===== src/rtl/hazard_ctrl.sv =====
// hazard_ctrl: pipeline hazard controller for a five-stage LEGv8-style core.
// It detects load-use hazards and inserts STALL_CYCLES bubbles (1..3). It holds
// the pipeline while data memory is busy, and it flushes the front end on a
// taken branch.
// Optional feature: define HAZARD_CTRL_PERF_EN to add saturating stall/flush
// performance counters (stall_cycles, flush_count).
module hazard_ctrl #(
   parameter int unsigned STALL_CYCLES = 1
) (
   input  logic        clk,
   input  logic        rst_n,
   input  logic [31:0] IF_ID_Instruction,
   input  logic        ID_EX_MemRead,
   input  logic [4:0]  ID_EX_Rd,
   input  logic        branch_taken,
   input  logic        mem_busy,
   output logic        PC_Write,
   output logic        IF_ID_Write,
   output logic        ID_EX_Write,
   output logic        EX_MEM_Write,
   output logic        IF_Flush,
   output logic        ID_EX_Flush,
   output logic        EX_MEM_Flush,
   output logic        MEM_WB_Flush,
`ifdef HAZARD_CTRL_PERF_EN
   output logic [31:0] stall_cycles,
   output logic [31:0] flush_count,
`endif
   output logic [1:0]  stall_state
);

   typedef enum logic [1:0] {
      RUN      = 2'd0,
      LU_STALL = 2'd1,
      MEM_WAIT = 2'd2
   } state_t;

   localparam logic [1:0] STALL_RELOAD = 2'(STALL_CYCLES - 1);

   state_t     state_q, state_d, eff_state;
   logic [1:0] cnt_q, cnt_d;

   logic [4:0] rn, rm;
   logic       rm_valid;
   logic       hazard;
   logic       unused_bits;

   assign unused_bits = ^IF_ID_Instruction[15:10];

   // Source register decode for the instruction held in IF/ID
   always_comb begin
      rn       = IF_ID_Instruction[9:5];
      rm       = '0;
      rm_valid = 1'b0;
      if (IF_ID_Instruction[28:25] == 4'b0101) begin
         rm       = IF_ID_Instruction[20:16];
         rm_valid = 1'b1;
      end else if ((IF_ID_Instruction[31:21] == 11'b11111000000) ||
                   (IF_ID_Instruction[31:24] == 8'b10110100)) begin
         rm       = IF_ID_Instruction[4:0];
         rm_valid = 1'b1;
      end
      hazard = ID_EX_MemRead && (ID_EX_Rd != 5'd31) &&
               ((ID_EX_Rd == rn) || (rm_valid && (ID_EX_Rd == rm)));
   end

   // Next-state, counter and enable/flush outputs in priority order
   always_comb begin
      PC_Write     = 1'b1;
      IF_ID_Write  = 1'b1;
      ID_EX_Write  = 1'b1;
      EX_MEM_Write = 1'b1;
      IF_Flush     = 1'b0;
      ID_EX_Flush  = 1'b0;
      EX_MEM_Flush = 1'b0;
      MEM_WB_Flush = 1'b0;
      state_d      = state_q;
      cnt_d        = cnt_q;
      // leaving MEM_WAIT resumes the interrupted stall (or RUN) in the same cycle
      eff_state    = state_q;
      if (state_q == MEM_WAIT)
         eff_state = (cnt_q != 2'd0) ? LU_STALL : RUN;

      if (!rst_n) begin
         PC_Write     = 1'b0;
         IF_ID_Write  = 1'b0;
         ID_EX_Write  = 1'b0;
         EX_MEM_Write = 1'b0;
         IF_Flush     = 1'b1;
         ID_EX_Flush  = 1'b1;
         EX_MEM_Flush = 1'b1;
         MEM_WB_Flush = 1'b1;
         state_d      = RUN;
         cnt_d        = '0;
      end else if (branch_taken) begin
         IF_Flush     = 1'b1;
         ID_EX_Flush  = 1'b1;
         EX_MEM_Flush = 1'b1;
         state_d      = RUN;
         cnt_d        = '0;
      end else if (mem_busy) begin
         PC_Write     = 1'b0;
         IF_ID_Write  = 1'b0;
         ID_EX_Write  = 1'b0;
         EX_MEM_Write = 1'b0;
         MEM_WB_Flush = 1'b1;
         state_d      = MEM_WAIT;
      end else if (eff_state == LU_STALL) begin
         PC_Write     = 1'b0;
         IF_ID_Write  = 1'b0;
         ID_EX_Flush  = 1'b1;
         if (cnt_q <= 2'd1) begin
            state_d = RUN;
            cnt_d   = '0;
         end else begin
            state_d = LU_STALL;
            cnt_d   = cnt_q - 2'd1;
         end
      end else if (hazard) begin
         PC_Write     = 1'b0;
         IF_ID_Write  = 1'b0;
         ID_EX_Flush  = 1'b1;
         if (STALL_CYCLES > 1) begin
            state_d = LU_STALL;
            cnt_d   = STALL_RELOAD;
         end else begin
            state_d = RUN;
            cnt_d   = '0;
         end
      end else begin
         state_d = RUN;
         cnt_d   = '0;
      end
   end

   // State and stall counter registers
   always_ff @(posedge clk or negedge rst_n) begin
      if (!rst_n) begin
         state_q <= RUN;
         cnt_q   <= '0;
      end else begin
         state_q <= state_d;
         cnt_q   <= cnt_d;
      end
   end

   assign stall_state = state_q;

`ifdef HAZARD_CTRL_PERF_EN
   logic [31:0] stall_cycles_q, flush_count_q;

   // Saturating performance counters
   always_ff @(posedge clk or negedge rst_n) begin
      if (!rst_n) begin
         stall_cycles_q <= '0;
         flush_count_q  <= '0;
      end else begin
         if (!PC_Write && (stall_cycles_q != '1))
            stall_cycles_q <= stall_cycles_q + 32'd1;
         if (branch_taken && (flush_count_q != '1))
            flush_count_q <= flush_count_q + 32'd1;
      end
   end

   assign stall_cycles = stall_cycles_q;
   assign flush_count  = flush_count_q;
`endif

endmodule


===== config.mk =====
export PLATFORM = sky130hd
export DESIGN_NAME = hazard_ctrl
export DESIGN_NICKNAME = d
export VERILOG_FILES = /design/src/rtl/hazard_ctrl.sv
export SDC_FILE = /design/constraint.sdc
export NUM_CORES = 1
export LEC_CHECK = 0
export CAP_MARGIN = 40
export CORE_MARGIN = 1
export CORE_UTILIZATION = 31
export CTS_BUF_LIST = sky130_fd_sc_hd__clkbuf_2 sky130_fd_sc_hd__clkbuf_4 sky130_fd_sc_hd__clkbuf_8
export CTS_CLUSTER_DIAMETER = 100
export DETAILED_ROUTE_END_ITERATION = 10
export HOLD_SLACK_MARGIN = 0.06
export PLACE_DENSITY = 0.82
export SYNTH_ARGS = -nofsm -noshare
export SYNTH_HDL_FRONTEND = slang
export SYNTH_SLANG_ARGS = --single-unit

===== constraint.sdc =====
create_clock -name clk -period 1.87 [get_ports clk]
set_input_delay 0.187 -clock clk [delete_from_list [all_inputs] [get_ports clk]]
set_output_delay 0.187 -clock clk [all_outputs]
set_load 0.03 [all_outputs]

==> qor.txt <==
Final HPWL DP: 1710 um
Max Freq: 461 MHz
Layout cells sized above 1: 53.6%
Final Setup Violations: 3
Crit path DAT: 1980 ps
Num Clock Sinks: 4
CTS tree: yes
CP endpoint: ID_EX_Flush
Gpl congestion: 0.810
H-tree depth: 1
Placed cell areas: 0.00119 mm2
Post-synth EDFFs: 0
Initial antenna violation count: 0
Post-Synth Adder-Cell Area: 0%
Leakage power: 0.651 nW
Flop2flop setup slack: 240 ps
Failing checks: setup timing
Via count: 1015
Pwr dens: 352 mW/mm2
Diode count: 0
Via density: 5.80
Remaining DRCs: 0
# fillers: 63
Final number of hold-violating endpoints: 0
Routing usage on met1: 25.7%
Worst R2R End: cnt_q[1]$_DFFE_PN0P_
Clock slew seen by the registers of the worst setup and hold paths: 50 ps
Grt ovf: 0
Netlist area before placement: 554 um2
Root Driver: clkbuf_4
Worst slew margin: 65.4%
Final instance area: 0.00146 mm2
Ys async rst share: 100%
WHS: 246 ps
Latest clock arrival within the worst-skew pair: 260 ps
Worst Setup End Kind: output port
Post-synthesis instance total: 74
CP required: 1680 ps
Max incr delay on CP: 290 ps
Cts bufs inserted: 3
Main combinational cell family by area after synthesis: compound AO/OA/AOI/OAI gates
Min Tclk post-route: 2170 ps
Grt peak-use layer: met2
Synth Register Bits: 4
Max Cap Viol: 0
Grt met3 use: 2.86%
Average routed wire per standard cell: 19.6 um
Most frequent cell on the critical path: buf_4
YS warnings: 0
Setup ws final: -300 ps
Flip-flop cell with the highest count after synthesis: dfrtp_1
GR Util All Layers: 28.9%
Initial Util: 34.8%
Compound-Gate Fraction of Synth Area: 33.6%
Pre-Repair DR Iteration Count: 5
Vias in the first global route: 1020
Worst min path class: input port to asynchronous set/reset pin
PortBufs: 45
Mean area per synthesized cell: 7.49 um2
Crit path from: IF_ID_Instruction[30]
Worst r2r src: stall_state[0]$_DFF_PN0_
CP Max Fanout: 4
Pin count of the biggest net entering global routing: 8
Yosys cell types: 34
Die ar.: 0.00196 mm2
Grt met2 use: 60.0%
Final Net Count: 195
Final wirelength: 3430 um
ANT nets after route: 0
Worst Setup Path Type: input port to output port
Starting DRC count in detailed routing: 48
Layout Skew: 11.5 ps
Die height: 44.3 um
Mux contribution to synthesized area: 2.03%
RSZ-0062 raised after global routing: true
Synth Area in XOR/XNOR: 7.90%
Worst setup SP type: input port
First-pass GRT wire length: 4170 um
Die X: 44.3 um
Site Rows: 14
Worst R2R Path Depth: 6
Post-Syn Nets: 116
Clk buf depth: 2
Worst path cell trace: clkdlybuf4s15_2, nor4b_2, a31oi_2, buf_4, a311oi_2, a21oi_2, o31ai_4, buf_4, o21a_1, buf_6
Core Region: 0.00159 mm2
Final Max Slew Viols: 0
Simple-gate area share of the yosys netlist: 26.9%
Area delta synth->final: 163%
# IOs: 52
Slew @ Worst Pin: 512 ps
CP max stage cell: nor4b_2
Worst vdd ir: 0.000310 V
Status: complete, but fails checks
Period utilisation layout: 116%
Sequential share of the synthesized area: 18.1%
[critical path, delay by kind of cell]
| family | cells | cell delay [ps] |
|---|---|---|
| simple gates | 1 | 290 |
| buf+inv | 4 | 660 |
| compound gates | 5 | 840 |
[stage by stage]
step                      TNS [ps]  worst slack, ps  util, %  power [mW]  cells
after floorplan                  0             14.3        -       0.180     74
after global placement       -2270             -887     74.6       0.320    163
after detailed placement     -2440             -955     74.6       0.326    163
after CTS                     -369             -125     84.1       0.464    174
after global routing         -1110             -375     91.4       0.531    175
final                         -884             -300     91.4       0.513    175
[per-layer routing]
layer	vias to the layer above	routed length [um]
met3	30	259
met2	80	1730
met5	-	0
li1	433	-
met1	472	1200
met4	0	246
[report_power, final]
part / internal, mW / leakage, nW / switching, mW
Clock: 0.0727 / 0.0138 / 0.0484
Sequential: 0.0877 / 0.0554 / 0.000642
Combinational: 0.159 / 0.582 / 0.145
[what timing repair did]
action                     4_1_cts  5_1_grt
resized for setup              105       24
setup buffers                    8        1
pin swaps                       20       15
setup endpoints to repair        3        5
hold buffers                     0        0
[state kept, by name, indices dropped and copies added, names as in the netlist]
| signal | flops |
|---|---|
| cnt_q | 2 |
| stall_state | 2 |
[worst min-delay path by stage]
stage / startpoint / end / slack, ps
floorplan: rst_n / cnt_q[0]$_DFFE_PN0P_ / -110
global placement: rst_n / cnt_q[1]$_DFFE_PN0P_ / 500
detailed placement: rst_n / cnt_q[0]$_DFFE_PN0P_ / 500
CTS: rst_n / cnt_q[0]$_DFFE_PN0P_ / 240
global route: rst_n / cnt_q[0]$_DFFE_PN0P_ / 270
finish: rst_n / cnt_q[0]$_DFFE_PN0P_ / 250
[placed cells by master, fill, tap and decap left out, types with 2 or more instances in the layout]
| cell | count |
|---|---|
| buf_6 | 12 |
| o211ai_1 | 2 |
| clkdlybuf4s15_1 | 4 |
| xor2_1 | 3 |
| clkdlybuf4s50_1 | 15 |
| o21a_1 | 3 |
| buf_2 | 6 |
| nor2b_4 | 3 |
| nand4_1 | 2 |
| dlymetal6s2s_1 | 2 |
| clkdlybuf4s15_2 | 2 |
| a21oi_2 | 2 |
| dlygate4sd2_1 | 4 |
| clkbuf_4 | 3 |
| inv_2 | 2 |
| dfrtp_1 | 4 |
| nand2_1 | 7 |
| o21ai_2 | 2 |
| inv_1 | 7 |
| xnor2_1 | 2 |
| buf_4 | 32 |
| a21oi_1 | 2 |
| nor2b_1 | 2 |
[layout make-up]
cell class | instances | area, um2 | share of cell area (%)
Clock buffer | 3 | 22.5 | 1.55
Inverter | 9 | 33.8 | 2.32
Multi-Input combinational cell | 57 | 578 | 39.7
Sequential cell | 4 | 100 | 6.87
Tap cell | 24 | 30.0 | 2.06
Timing Repair Buffer | 78 | 693 | 47.6
[synthesized netlist by cell type (3+ instances only)]
library cell	number	area, um2
a21oi_1	5	25.0
buf_4	4	30.0
xor2_1	3	26.3
nor2b_1	5	31.3
dfrtp_1	4	100
inv_1	9	33.8
o21a_1	3	22.5
nand2_1	7	26.3
o21ai_0	3	15.0
[logic make-up after synthesis]
kind of cell,after synthesis
AOI/OAI and AO/OA,26
and+or+nand+nor,25
buffers and inverters,13
xor gates and xnor gates,5
DFF,4
muxes,1
(Power assumes the default switching activity.)
